[src/rtl/line_pkg.sv]
// Shared types and widths for the line drawing engine.
package line_pkg;

    localparam int unsigned H_RES_DEF   = 1280;
    localparam int unsigned V_RES_DEF   = 720;
    localparam int unsigned COLOR_W_DEF = 24;

    localparam int unsigned X_W   = 11;
    localparam int unsigned Y_W   = 10;
    localparam int unsigned D_W   = 12;
    localparam int unsigned ERR_W = 13;

    typedef enum logic [1:0] {
        IDLE = 2'd0,
        DRAW = 2'd1,
        DONE = 2'd2
    } state_t;

    // Absolute difference of two zero-extended coordinates.
    function automatic logic [D_W-1:0] abs_diff(input logic [D_W-1:0] a, input logic [D_W-1:0] b);
        return (a >= b) ? (a - b) : (b - a);
    endfunction

endpackage

[src/rtl/line_draw_engine_if.sv]
// Pixel write port toward the framebuffer: valid/ready handshake carrying x, y and colour.
interface line_draw_engine_if
    import line_pkg::*;
#(
    parameter int unsigned COLOR_W = COLOR_W_DEF
);
    logic [X_W-1:0]     pixel_x_out;
    logic [Y_W-1:0]     pixel_y_out;
    logic [COLOR_W-1:0] pixel_color_out;
    logic               pixel_valid_out;
    logic               pixel_ready_in;

    modport master (
        output pixel_x_out,
        output pixel_y_out,
        output pixel_color_out,
        output pixel_valid_out,
        input  pixel_ready_in
    );

    modport slave (
        input  pixel_x_out,
        input  pixel_y_out,
        input  pixel_color_out,
        input  pixel_valid_out,
        output pixel_ready_in
    );
endinterface

[src/rtl/line_step.sv]
// One Bresenham step: next x, y and error term from the current ones.
module line_step
    import line_pkg::*;
(
    input  logic [X_W-1:0]          x_i,
    input  logic [Y_W-1:0]          y_i,
    input  logic signed [ERR_W-1:0] err_i,
    input  logic [D_W-1:0]          dx_i,
    input  logic signed [ERR_W-1:0] dy_i,   // holds -|dy|
    input  logic                    sx_neg_i,
    input  logic                    sy_neg_i,
    output logic [X_W-1:0]          x_o,
    output logic [Y_W-1:0]          y_o,
    output logic signed [ERR_W-1:0] err_o
);
    logic signed [ERR_W:0]   e2;
    logic signed [ERR_W:0]   dx_w;
    logic signed [ERR_W:0]   dy_w;
    logic signed [ERR_W-1:0] dx_e;
    logic                    step_x;
    logic                    step_y;

    // Both comparisons use the pre-step error; the two increments sum.
    always_comb begin
        e2     = $signed({err_i, 1'b0});
        dx_w   = $signed({2'b00, dx_i});
        dy_w   = $signed({dy_i[ERR_W-1], dy_i});
        dx_e   = $signed({1'b0, dx_i});
        step_x = (e2 >= dy_w);
        step_y = (e2 <= dx_w);

        err_o = err_i;
        x_o   = x_i;
        y_o   = y_i;
        if (step_x) begin
            err_o = err_o + dy_i;
            x_o   = sx_neg_i ? (x_i - X_W'(1)) : (x_i + X_W'(1));
        end
        if (step_y) begin
            err_o = err_o + dx_e;
            y_o   = sy_neg_i ? (y_i - Y_W'(1)) : (y_i + Y_W'(1));
        end
    end
endmodule

[src/rtl/line_draw_engine.sv]
// All-octant Bresenham line writer emitting one framebuffer pixel per handshake.
module line_draw_engine
    import line_pkg::*;
#(
    parameter int unsigned H_RES   = H_RES_DEF,
    parameter int unsigned V_RES   = V_RES_DEF,
    parameter int unsigned COLOR_W = COLOR_W_DEF
) (
    input  logic               clk_in,
    input  logic               rst_in,
    input  logic               start_in,
    input  logic [X_W-1:0]     x1_in,
    input  logic [X_W-1:0]     x2_in,
    input  logic [Y_W-1:0]     y1_in,
    input  logic [Y_W-1:0]     y2_in,
    input  logic [COLOR_W-1:0] color_in,
    line_draw_engine_if.master pix,
    output logic               busy_out,
    output logic               done_out
);
    state_t                  state_q, state_d;
    logic [X_W-1:0]          x_q, x_d, x2_q, x2_d;
    logic [Y_W-1:0]          y_q, y_d, y2_q, y2_d;
    logic [COLOR_W-1:0]      color_q, color_d;
    logic [D_W-1:0]          dx_q, dx_d;
    logic signed [ERR_W-1:0] dy_q, dy_d;
    logic signed [ERR_W-1:0] err_q, err_d;
    logic                    sx_neg_q, sx_neg_d;
    logic                    sy_neg_q, sy_neg_d;

    logic [X_W-1:0]          x_nx;
    logic [Y_W-1:0]          y_nx;
    logic signed [ERR_W-1:0] err_nx;
    logic [D_W-1:0]          dx_w;
    logic [D_W-1:0]          ady_w;
    logic                    on_screen;
    logic                    advance;
    logic                    at_end;

    line_step u_step (
        .x_i      (x_q),
        .y_i      (y_q),
        .err_i    (err_q),
        .dx_i     (dx_q),
        .dy_i     (dy_q),
        .sx_neg_i (sx_neg_q),
        .sy_neg_i (sy_neg_q),
        .x_o      (x_nx),
        .y_o      (y_nx),
        .err_o    (err_nx)
    );

    // Outputs decode registered state only; ready never reaches an output.
    always_comb begin
        on_screen           = (32'(x_q) < H_RES) && (32'(y_q) < V_RES);
        pix.pixel_x_out     = x_q;
        pix.pixel_y_out     = y_q;
        pix.pixel_color_out = color_q;
        pix.pixel_valid_out = (state_q == DRAW) && on_screen;
        busy_out            = (state_q == DRAW);
        done_out            = (state_q == DONE);
    end

    // Next-state logic: latch a line in IDLE, walk it in DRAW, pulse DONE.
    always_comb begin
        state_d  = state_q;
        x_d      = x_q;
        y_d      = y_q;
        x2_d     = x2_q;
        y2_d     = y2_q;
        color_d  = color_q;
        dx_d     = dx_q;
        dy_d     = dy_q;
        err_d    = err_q;
        sx_neg_d = sx_neg_q;
        sy_neg_d = sy_neg_q;

        dx_w    = abs_diff({1'b0, x2_in}, {1'b0, x1_in});
        ady_w   = abs_diff({2'b00, y2_in}, {2'b00, y1_in});
        advance = (state_q == DRAW) && (!on_screen || pix.pixel_ready_in);
        at_end  = (x_q == x2_q) && (y_q == y2_q);

        case (state_q)
            IDLE: begin
                if (start_in) begin
                    x_d      = x1_in;
                    y_d      = y1_in;
                    x2_d     = x2_in;
                    y2_d     = y2_in;
                    color_d  = color_in;
                    dx_d     = dx_w;
                    dy_d     = -$signed({1'b0, ady_w});
                    err_d    = $signed({1'b0, dx_w}) - $signed({1'b0, ady_w});
                    sx_neg_d = (x2_in < x1_in);
                    sy_neg_d = (y2_in < y1_in);
                    state_d  = DRAW;
                end
            end
            DRAW: begin
                if (advance) begin
                    if (at_end) begin
                        state_d = DONE;
                    end else begin
                        x_d   = x_nx;
                        y_d   = y_nx;
                        err_d = err_nx;
                    end
                end
            end
            DONE: begin
                state_d = IDLE;
            end
            default: begin
                state_d = IDLE;
            end
        endcase
    end

    // State registers with synchronous reset.
    always_ff @(posedge clk_in) begin
        if (rst_in) begin
            state_q  <= IDLE;
            x_q      <= '0;
            y_q      <= '0;
            x2_q     <= '0;
            y2_q     <= '0;
            color_q  <= '0;
            dx_q     <= '0;
            dy_q     <= '0;
            err_q    <= '0;
            sx_neg_q <= 1'b0;
            sy_neg_q <= 1'b0;
        end else begin
            state_q  <= state_d;
            x_q      <= x_d;
            y_q      <= y_d;
            x2_q     <= x2_d;
            y2_q     <= y2_d;
            color_q  <= color_d;
            dx_q     <= dx_d;
            dy_q     <= dy_d;
            err_q    <= err_d;
            sx_neg_q <= sx_neg_d;
            sy_neg_q <= sy_neg_d;
        end
    end
endmodule
[src/flat_wrapper.sv]
// flat-port wrapper written by rule: the top's interface ports become plain ports
module line_draw_engine_flat import line_pkg::*;
#(
    parameter int unsigned H_RES   = H_RES_DEF,
    parameter int unsigned V_RES   = V_RES_DEF,
    parameter int unsigned COLOR_W = COLOR_W_DEF
)
  (clk_in, rst_in, start_in, x1_in, x2_in, y1_in, y2_in, color_in, busy_out, done_out, pix_pixel_x_out, pix_pixel_y_out, pix_pixel_color_out, pix_pixel_valid_out, pix_pixel_ready_in);
  line_draw_engine_if #(.COLOR_W(COLOR_W)) pix_i ();
  input  logic clk_in;
  input  logic rst_in;
  input  logic start_in;
  input  logic [X_W-1:0] x1_in;
  input  logic [X_W-1:0] x2_in;
  input  logic [Y_W-1:0] y1_in;
  input  logic [Y_W-1:0] y2_in;
  input  logic [COLOR_W-1:0] color_in;
  output logic busy_out;
  output logic done_out;
  output wire logic [$bits(pix_i.pixel_x_out)-1:0] pix_pixel_x_out;
  output wire logic [$bits(pix_i.pixel_y_out)-1:0] pix_pixel_y_out;
  output wire logic [$bits(pix_i.pixel_color_out)-1:0] pix_pixel_color_out;
  output wire logic [$bits(pix_i.pixel_valid_out)-1:0] pix_pixel_valid_out;
  input wire logic [$bits(pix_i.pixel_ready_in)-1:0] pix_pixel_ready_in;
  assign pix_pixel_x_out = pix_i.pixel_x_out;
  assign pix_pixel_y_out = pix_i.pixel_y_out;
  assign pix_pixel_color_out = pix_i.pixel_color_out;
  assign pix_pixel_valid_out = pix_i.pixel_valid_out;
  assign pix_i.pixel_ready_in = pix_pixel_ready_in;
  line_draw_engine #(.H_RES(H_RES), .V_RES(V_RES), .COLOR_W(COLOR_W)) u_core (.clk_in(clk_in), .rst_in(rst_in), .start_in(start_in), .x1_in(x1_in), .x2_in(x2_in), .y1_in(y1_in), .y2_in(y2_in), .color_in(color_in), .pix(pix_i), .busy_out(busy_out), .done_out(done_out));
endmodule
[config.mk]
export PLATFORM = sky130hd
export DESIGN_NAME = line_draw_engine_flat
export DESIGN_NICKNAME = d
export VERILOG_FILES = /design/src/rtl/line_pkg.sv /design/src/rtl/line_draw_engine_if.sv /design/src/rtl/line_step.sv /design/src/rtl/line_draw_engine.sv /design/src/flat_wrapper.sv
export SDC_FILE = /design/constraint.sdc
export NUM_CORES = 1
export LEC_CHECK = 0
export ABC_AREA = 1
export CORE_MARGIN = 2
export CORE_UTILIZATION = 42
export DETAILED_ROUTE_END_ITERATION = 12
export PLACE_DENSITY_LB_ADDON = 0.15
export RECOVER_POWER = 50
export SLEW_MARGIN = 20
export SYNTH_ARGS = -nofsm -noshare
export SYNTH_HDL_FRONTEND = slang
export SYNTH_SLANG_ARGS = --single-unit
[constraint.sdc]
create_clock -name clk_in -period 5.5 [get_ports clk_in]
set_clock_uncertainty 0.2 [all_clocks]
set_input_delay 0.825 -clock clk_in [delete_from_list [all_inputs] [get_ports clk_in]]
set_output_delay 0.825 -clock clk_in [all_outputs]
set_load 0.05 [all_outputs]
### After elaboration in Yosys (flattened, before gate mapping)

Cells that the tools add are included.

| storage, ports and cells | value |
|---|---|
| logic and storage cells | 78 |
| bits of input ports | 70 |
| flip-flop bits (word level) | 108 |

| cells by class | value |
|---|---|
| magnitude comparators | 8 |
| mux-type cells | 24 |
| equal/unequal tests | 10 |
| reduce and logical (&&, ||, !) cells | 13 |
| $add $sub $neg | 12 |

Operators with widths:

| cell | number |
|---|---|
| 13-bit 2-to-1 mux | 5 |
| 11-bit 2-to-1 mux | 5 |
| 10-bit 2-to-1 mux | 5 |
| 13-bit adder | 2 |
| 13-bit one-hot mux with 2 select lines | 1 |
| 12-bit 2-to-1 mux | 2 |
| 11-bit by 11-bit subtractor with 12-bit output | 2 |
| 11-bit one-hot mux with 2 select lines | 1 |
| 10-bit by 10-bit subtractor with 11-bit output | 2 |
| 10-bit one-hot mux with 2 select lines | 1 |
| 14-bit by 13-bit greater-or-equal comparator with 1-bit output | 1 |
| 14-bit by 13-bit less-or-equal comparator with 1-bit output | 1 |
| 12-bit negation with 13-bit output | 1 |
| 12-bit by 12-bit subtractor with 13-bit output | 1 |
| 11-bit by 1-bit adder with 11-bit output, second input constant | 1 |
| 11-bit equality test | 1 |
| 11-bit greater-or-equal comparator | 1 |
| 11-bit less-than comparator | 1 |
| 11-bit less-than comparator, second input constant | 1 |
| 11-bit by 1-bit subtractor with 11-bit output, second input constant | 1 |
| 10-bit by 1-bit adder with 10-bit output, second input constant | 1 |
| 10-bit equality test | 1 |
| 10-bit greater-or-equal comparator | 1 |
| 10-bit less-than comparator | 1 |
| 17 further kinds | 27 |

### Depth between registers and ports, before layout

Gate-level depths: netlist of the first run.

| depth | value |
|---|---|
| word-level depth | 7 |
| gate-level depth with buffers | 28 |
| gate-level depth less buffers | 27 |

### Hierarchy

A second synthesis of the first run with hierarchy kept.

| unflattened totals | value |
|---|---|
| cell total of the unflattened synthesis | 1739 |
| area total of the unflattened synthesis | 10880.4 um^2 |

By module, submodules not included:

| module | cells each | area each (um^2) | instances | seq. area each (um^2) |
|---|---|---|---|---|
| line_draw_engine | 1105 | 7410.9 | 1 | 2162.1 |
| line_step | 634 | 3469.6 | 1 | 0.0 |

### Worst setup path after synthesis of the first run

No wires, ideal clock.

| path | value |
|---|---|
| path type | input-to-reg |
| start point | in x2_in[0] |
| end point | reg u_core.err_q[9] |
| stages on the path | 24 |
| path buffers | 1 |
| arrival | 3.875 ns |
| path slack | 1.316 ns |
| cell sequence | inv_1 ha_1 inv_1 fa_1 a21oi_2 nor2_1 nor2_1 nand3_1 inv_2 buf_4 o21ai_1 or2_0 nand2_1 inv_1 ha_1 a21oi_1 o21ai_0 a21oi_1 o21ai_0 xor2_1 a21oi_1 nand3_1 nand2_1 inv_1 |

| between the ends | value |
|---|---|
| word-level cells in the longest chain between the ends | 5 |
| elaborated cells on any way between the ends | 7 |
| classes of those cells | 3 x add/sub; 1 x order compare; 3 x mux |

RTL lines:

| item | line | RTL |
|---|---|---|
| from (decl) | flat_wrapper.sv:14 | `input logic [X_W-1:0] x2_in;` |
| 11-bit by 11-bit subtractor with 12-bit output or 11-bit greater-or-equal comparator (tied branches) | line_pkg.sv:21 | `return (a >= b) ? (a - b) : (b - a);` |
| 12-bit 2-to-1 mux (*) | line_pkg.sv:21 |  |
| named net u_core.dx_w[2] | line_draw_engine.sv:34 | `logic [D_W-1:0] dx_w;` |
| 12-bit by 12-bit subtractor with 13-bit output (*) | line_draw_engine.sv:93 | `err_d = $signed({1'b0, dx_w}) - $signed({1'b0, ady_w});` |
| 13-bit 2-to-1 mux (*) | line_draw_engine.sv:85 | `if (start_in) begin` |
| 13-bit one-hot mux with 2 select lines (*) | line_draw_engine.sv:83 | `case (state_q)` |
| to (signal assigned) | line_draw_engine.sv:142 | `err_q <= err_d;` |
| to (decl) | line_draw_engine.sv:27 | `logic signed [ERR_W-1:0] err_q, err_d;` |

The timed path passes the listed nets; every way through them passes the cells marked *. The select of a mux whose other input is x is not followed.
A chain may end at the register's enable or synchronous reset.

### Worst setup path after layout of the first run

| path | value |
|---|---|
| start point | in x2_in[0] |
| end point | reg u_core.err_q[10] |

The elaborated chain is that of the path after synthesis.

==> metrics.md, run 1 <==
| Metric | Value |
|---|---|
| Row count | `58` |
| Crit Path Category | `in2reg` |
| Initial antenna violation count | `0` |
| Yosys top cell area share | `20.4%` |
| Cell Area, Synth | `10600 um2` |
| H-tree Lvls | `3` |
| Fillers | `2639` |
| # nets final | `1969` |
| Area Growth Syn to Fin | `16.6%` |
| Setup crit end kind | `register` |
| Vias | `10.8k` |
| Mean Syn Cell Area | `6.30 um2` |
| Hold Crit Start | `u_core.y2_q[0]` |
| Finished Layout Cells | `2105` |
| First-pass GRT wire length | `52000 um` |
| Yosys warning count | `0` |
| Min-Delay Path Class | `reg2reg` |
| Worst EP required | `5580 ps` |
| Violated checks | `capacitance limit, slew limit` |
| Routed Antenna Nets | `0` |
| Tcrit/Tclk final | `88.5%` |
| CTS tree | `built` |
| Share of cells above drive strength 1 | `4.51%` |
| Worst vdd ir | `0.000220 V` |
| Setup TNS | `0 ps` |
| Crit path DAT | `4950 ps` |
| Clock buffer depth | `2` |
| DIE WIDTH | `163 um` |
| Iter 0 DRT Violations | `666` |
| Minimum clock period | `4870 ps` |
| Synth Register Bits | `108` |
| Root buf cell | `clkbuf_16` |
| Clk sinks | `108` |
| Largest net degree at the start of global routing | `52` |
| Placed Cells | `2089` |
| Gr usage total | `24.6%` |
| Top cells by area, synth | `dfxtp_1 20%, ha_1 14%, nand2_1 13%` |
| Worst slew pin tran | `1670 ps` |
| Yosys top cell by area | `dfxtp_1` |
| Mapped Nets | `1882` |
| Vias per inst | `5.15` |
| Syn Inst Count | `1683` |
| Fmax | `205 MHz` |
| Reg2reg start | `u_core.err_q[7]` |
| Cell area power density | `360 nW/um2` |
| CTS resizes | `0` |
| Vias in the first global route | `10.2k` |
| Cts hold-fix bufs | `0` |
| Leakage | `0.00632 uW` |
| Worst setup path start | `x2_in[0]` |
| Sequential share of the synthesized area | `20.4%` |
| Crit-path slowest cell | `fa_1` |
| Drt first pass iters | `5` |
| HPWL Detailed | `25300 um` |
| Delay-heaviest family, CP | `simple AND/OR/NAND/NOR gates` |
| Hold Violations, Final | `0` |
| Relative slew margins | `-11.5%` |
| Post-route DRC | `0` |
| Synth cell types | `47` |
| Status | `finished with violations` |
| IO Pins | `118` |
| Die area | `26500 um2` |
| CP startpoint kind | `input port` |
| Die Y | `163 um` |
| Grt total ovfl | `0` |
| Initial Utilization | `42.5%` |
| Routed len/inst | `15.2 um` |
| Total Routed Length | `32000 um` |
| Crit-path max cell delay | `470 ps` |
| Final setup fails | `0` |
| Worst Path Max Fanout | `11` |
| Routability-driven placement congestion ratio | `0.938` |
| Clk_lat worst skew | `370 ps` |
| CTS buffer count | `9` |
| Postcts setup bufs | `0` |
| RSZ-0062 raised after global routing | `no` |
| Clk slew on worst S/H paths | `90 ps` |
| I/O Buffers | `117` |
| Core area | `25000 um2` |
| Slew Limit Fails | `58` |
| Number of buffer and inverter stages on the critical path | `7` |
| # diodes | `0` |
| Maximum capacitance violations | `3` |
## final timing paths
path | to | slack [ps] | cells past startpoint
hold / removal | u_core.y2_q[0] | 280 | 2
setup / recovery | u_core.err_q[10] | 630 | 26
setup reg to reg | u_core.err_q[11] | 1220 | 20
hold reg to reg | u_core.y2_q[0] | 280 | 2
## worst min-delay path: cells and delay by family, from the launching register on
| kind | cells | cell delay (ps) |
|---|---|---|
| flops | 1 | 320 |
| buf+inv | 1 | 60 |
| compound gates | 1 | 50 |
## cell families (layout without fill, tap and decap cells)
group	count (synthesis)	after routing	share of synthesized area [%]
AO/OA/AOI/OAI	353	353	17.8
XOR/XNOR	68	68	5.62
adder cells (fa/ha/maj)	129	129	15.9
buffers and inverters	312	404	11.5
flip-flops	108	108	20.4
AND/OR/NAND/NOR	713	713	28.9
## synth_stat cells (all sizes together)
cell,n
a211oi,1
a21boi,1
a21o,11
a21oi,153
a221oi,2
a31oi,5
and2,2
buf,23
clkbuf,28
clkinv,2
dfxtp,108
fa,9
ha,120
inv,259
nand2,396
nand3,95
nand3b,2
nand4,23
nor2,171
nor3,14
nor3b,1
nor4,2
o2111ai,3
o211ai,3
o21a,5
o21ai,159
o21bai,9
o311ai,1
or2,7
xnor2,28
xor2,40
## registers in the layout, indices dropped and copies added, names as in the netlist
register and flops:
u_core.pix.pixel_color_out 24, u_core.dy_q 13, u_core.err_q 13, u_core.dx_q 12, u_core.pix.pixel_x_out 11, u_core.x2_q 11, u_core.pix.pixel_y_out 10, u_core.y2_q 10
u_core.state_q 2, u_core.sx_neg_q 1, u_core.sy_neg_q 1
## layout by cell type (no fill, tap or decap), types with 3 or more instances in the layout
cell type        count
o21ai_1              3
a21o_1              11
fa_1                 9
xnor2_1             28
o21ai_0            155
nand2_4              5
nor2_1             163
dlygate4sd3_1       46
dfxtp_1            108
inv_2                9
nand3_1             93
o21bai_1             9
a21oi_1            151
or2_2                5
nand4_1             22
nand2_2             22
nand2_1            369
clkdlybuf4s50_1     71
o2111ai_1            3
o211ai_1             3
ha_1               120
clkbuf_16            9
xor2_1              40
buf_4                8
inv_1              250
nor3_1              14
o21a_1               5
nor2_4               6
a31oi_1              5
## stage by stage
step           total power (uW)  utilization [%]  worst slack, ps  hold WS (ps)  instance area, um2
2_1_floorplan              2970                -             1320           245               10600
3_3_place_gp               3670             48.2              468           262               12000
3_5_place_dp               3690             48.2              382           266               12000
4_1_cts                    4470             49.5              768           279               12400
5_1_grt                    4850             49.5              210           310               12400
6_report                   4450             49.5              630           278               12400
## metal layers
metal  share of wire, %  wire (um)  track usage [%]  up-vias
li1                   -          -                -     5599
met1                 49      15700             35.0     4931
met2                 44      14100             38.9      266
met3                5.1       1620             3.79       36
met4                1.9        604             5.79        0
met5                  0          0                0        -
## power by group
group / leakage (uW) / internal, uW / switching (uW)
clock network: 0.000165 / 412 / 355
registers: 0.000895 / 896 / 147
logic: 0.00526 / 926 / 1720
total: 0.00632 / 2230 / 2220
## final cells by class
| type | count | area, um2 | area share [%] |
|---|---|---|---|
| Clock inverter | 7 | 114 | 0.921 |
| Multi-Input combinational cell | 1263 | 7230 | 58.5 |
| Timing Repair Buffer | 127 | 1240 | 10.0 |
| Tap cell | 330 | 413 | 3.34 |
| Clock buffer | 9 | 225 | 1.82 |
| Inverter | 261 | 981 | 7.94 |
| Sequential cell | 108 | 2160 | 17.5 |
(Power assumes the default switching activity.)
==> run 2, diff against run 1 <==
--- a/config.mk
+++ b/config.mk
@@ -10,7 +10,7 @@
 export CORE_UTILIZATION = 42
 export DETAILED_ROUTE_END_ITERATION = 12
 export PLACE_DENSITY_LB_ADDON = 0.15
-export RECOVER_POWER = 50
+export SETUP_SLACK_MARGIN = 0.15
 export SLEW_MARGIN = 20
 export SYNTH_ARGS = -nofsm -noshare
 export SYNTH_HDL_FRONTEND = slang
==> run 2 against run 1 <==
Effect of this change:
- the run now ends clean
- via count about the same
- die area unchanged
- final cell count unchanged
==> metrics.md, run 2 (synthesis results as in run 1) <==
| Metric | Value |
|---|---|
| H-tree Lvls | `3 (unchanged)` |
| Final setup fails | `0 (unchanged)` |
| # nets final | `1969 (unchanged)` |
| CTS buffer count | `9 (unchanged)` |
| Worst vdd ir | `0.000220 V (+0.15%)` |
| Design area | `12400 um2 (about the same)` |
| Drt first pass iters | `6 (+1)` |
| Largest net degree at the start of global routing | `52 (unchanged)` |
| Placed Cells | `2089 (unchanged)` |
| Worst EP required | `5580 ps (about the same)` |
| Vias | `10.8k (+0.046%)` |
| Postcts setup bufs | `0 (unchanged)` |
| Gr usage total | `24.6% (unchanged)` |
| Finished Layout Cells | `2105 (unchanged)` |
| Status | `finished clean` |
| Routed Antenna Nets | `0 (unchanged)` |
| Clock buffer depth | `2 (unchanged)` |
| Hold Violations, Final | `0 (unchanged)` |
| Routed len/inst | `15.2 um (+0.11%)` |
| CTS resizes | `0 (unchanged)` |
| First-pass GRT wire length | `52000 um (unchanged)` |
| Tcrit/Tclk final | `87.2% (-1.4 points)` |
| Cell area after placement | `12000 um2 (unchanged)` |
| Clk slew on worst S/H paths | `90 ps (about the same)` |
| IO Pins | `118 (unchanged)` |
| Die Y | `163 um (unchanged)` |
| Clk sinks | `108 (unchanged)` |
| Row count | `58 (unchanged)` |
| Vias per inst | `5.15 (about the same)` |
| Most frequent cells in the layout | `369 x nand2_1, 249 x inv_1, 163 x nor2_1` |
| Crit Path Category | `in2reg` |
| Share of cells above drive strength 1 | `4.68% (+0.17 points)` |
| Iter 0 DRT Violations | `677 (+1.7%)` |
| Routability-driven placement congestion ratio | `0.938 (unchanged)` |
| Commonest non-fill, non-tap cell in the layout | `nand2_1` |
| Leakage | `0.00622 uW (-1.5%)` |
| RSZ-0062 raised after global routing | `no` |
| HPWL Detailed | `25300 um (unchanged)` |
| Maximum capacitance violations | `0 (-3)` |
| Crit-path max cell delay | `470 ps (about the same)` |
| Relative slew margins | `42.0% (+54 points)` |
| Number of flip-flops in the largest register | `24 (unchanged)` |
| Area Growth Syn to Fin | `16.7% (about the same)` |
| Core area | `25000 um2 (unchanged)` |
| Grt total ovfl | `0 (unchanged)` |
| # diodes | `0 (unchanged)` |
| Vias in the first global route | `10.2k (unchanged)` |
| Worst slew pin tran | `869 ps (-804 ps)` |
| Fin Hold WS | `279 ps (+0.182 ps)` |
| Minimum clock period | `4800 ps (-74.4 ps)` |
| CP startpoint kind | `input port` |
| Worst Path Max Fanout | `11 (unchanged)` |
| Total Routed Length | `32000 um (+0.11%)` |
| DIE WIDTH | `163 um (unchanged)` |
| Initial antenna violation count | `0 (unchanged)` |
| Min-Delay Path Class | `reg2reg` |
| Setup crit end kind | `register` |
| Slew Limit Fails | `0 (-100%)` |
| I/O Buffers | `117 (unchanged)` |
| Crit-path slowest cell | `fa_1` |
| Cell area power density | `361 nW/um2 (+0.35%)` |
| Clk_lat worst skew | `370 ps (about the same)` |
| Initial Utilization | `42.5% (unchanged)` |
| Crit path DAT | `4880 ps (-70 ps)` |
| Fmax | `209 MHz (+1.6%)` |
| Root buf cell | `clkbuf_16` |
| Cts hold-fix bufs | `0 (unchanged)` |
| Die area | `26500 um2 (unchanged)` |
| CTS tree | `built` |
| Setup TNS | `0 ps (unchanged)` |
| Post-route DRC | `0 (unchanged)` |
[run 2: cell types whose count changed in the layout (fill, tap and decap cells not counted)]
cell             change
dlygate4sd3_1       -46
inv_2                +1
clkbuf_1             -2
clkdlybuf4s50_1     +46
buf_4                +2
inv_1                -1
[run 2: path summary, 6_finish.rpt]
kind	depth (start not counted)	slack, ps	startpoint	endpoint
max	26	700	x2_in[0]	u_core.err_q[10]
max reg2reg	20	1250	u_core.err_q[7]	u_core.err_q[11]
min reg2reg	2	280	u_core.y2_q[0]	u_core.y2_q[0]
min	2	280	u_core.y2_q[0]	u_core.y2_q[0]
[run 2: cell type report]
class	count	area, um2
clock buffer	9	225
tap	330	413
fill	2638	12600
timing repair buffer	127	1250
inverter	261	981
clock inverter	7	114
multi-input combinational	1263	7230
sequential	108	2160
[run 2: routing by layer]
layer | part of all wire [%] | track usage [%] | vias to the layer above
met3 | 5.1 | 3.79 | 37
met2 | 44 | 38.9 | 274
met1 | 49 | 35.0 | 4927
met4 | 1.9 | 5.79 | 0
met5 | 0 | 0 | -
li1 | - | - | 5599
[run 2: report_power, final]
| group | total (uW) | switching (uW) | internal [uW] |
|---|---|---|---|
| Clock | 766 | 354 | 412 |
| Sequential | 1050 | 149 | 896 |
| Combinational | 2660 | 1720 | 943 |
[run 2: worst max-delay path, delay by kind of cell]
kind,cells,cell delay [ps]
compound gates,5,810
fa+ha+maj,3,1070
buf+inv,7,1040
simple gates,11,1100
[run 2: metrics by stage]
stage / setup slack [ps] / util, % / power, uW
2_1_floorplan: 1320 / - / 2970
3_3_place_gp: 468 / 48.2 / 3670
3_5_place_dp: 382 / 48.2 / 3690
4_1_cts: 768 / 49.5 / 4470
5_1_grt: 289 / 49.5 / 4870
6_report: 705 / 49.5 / 4470
==> run 3, diff against run 2 <==
--- a/config.mk
+++ b/config.mk
@@ -8,6 +8,7 @@
 export ABC_AREA = 1
 export CORE_MARGIN = 2
 export CORE_UTILIZATION = 42
+export CTS_CLUSTER_SIZE = 24
 export DETAILED_ROUTE_END_ITERATION = 12
 export PLACE_DENSITY_LB_ADDON = 0.15
 export SETUP_SLACK_MARGIN = 0.15
==> results of run 3 <==
The final DEF is identical to that of run 2; final timing and power are the same.
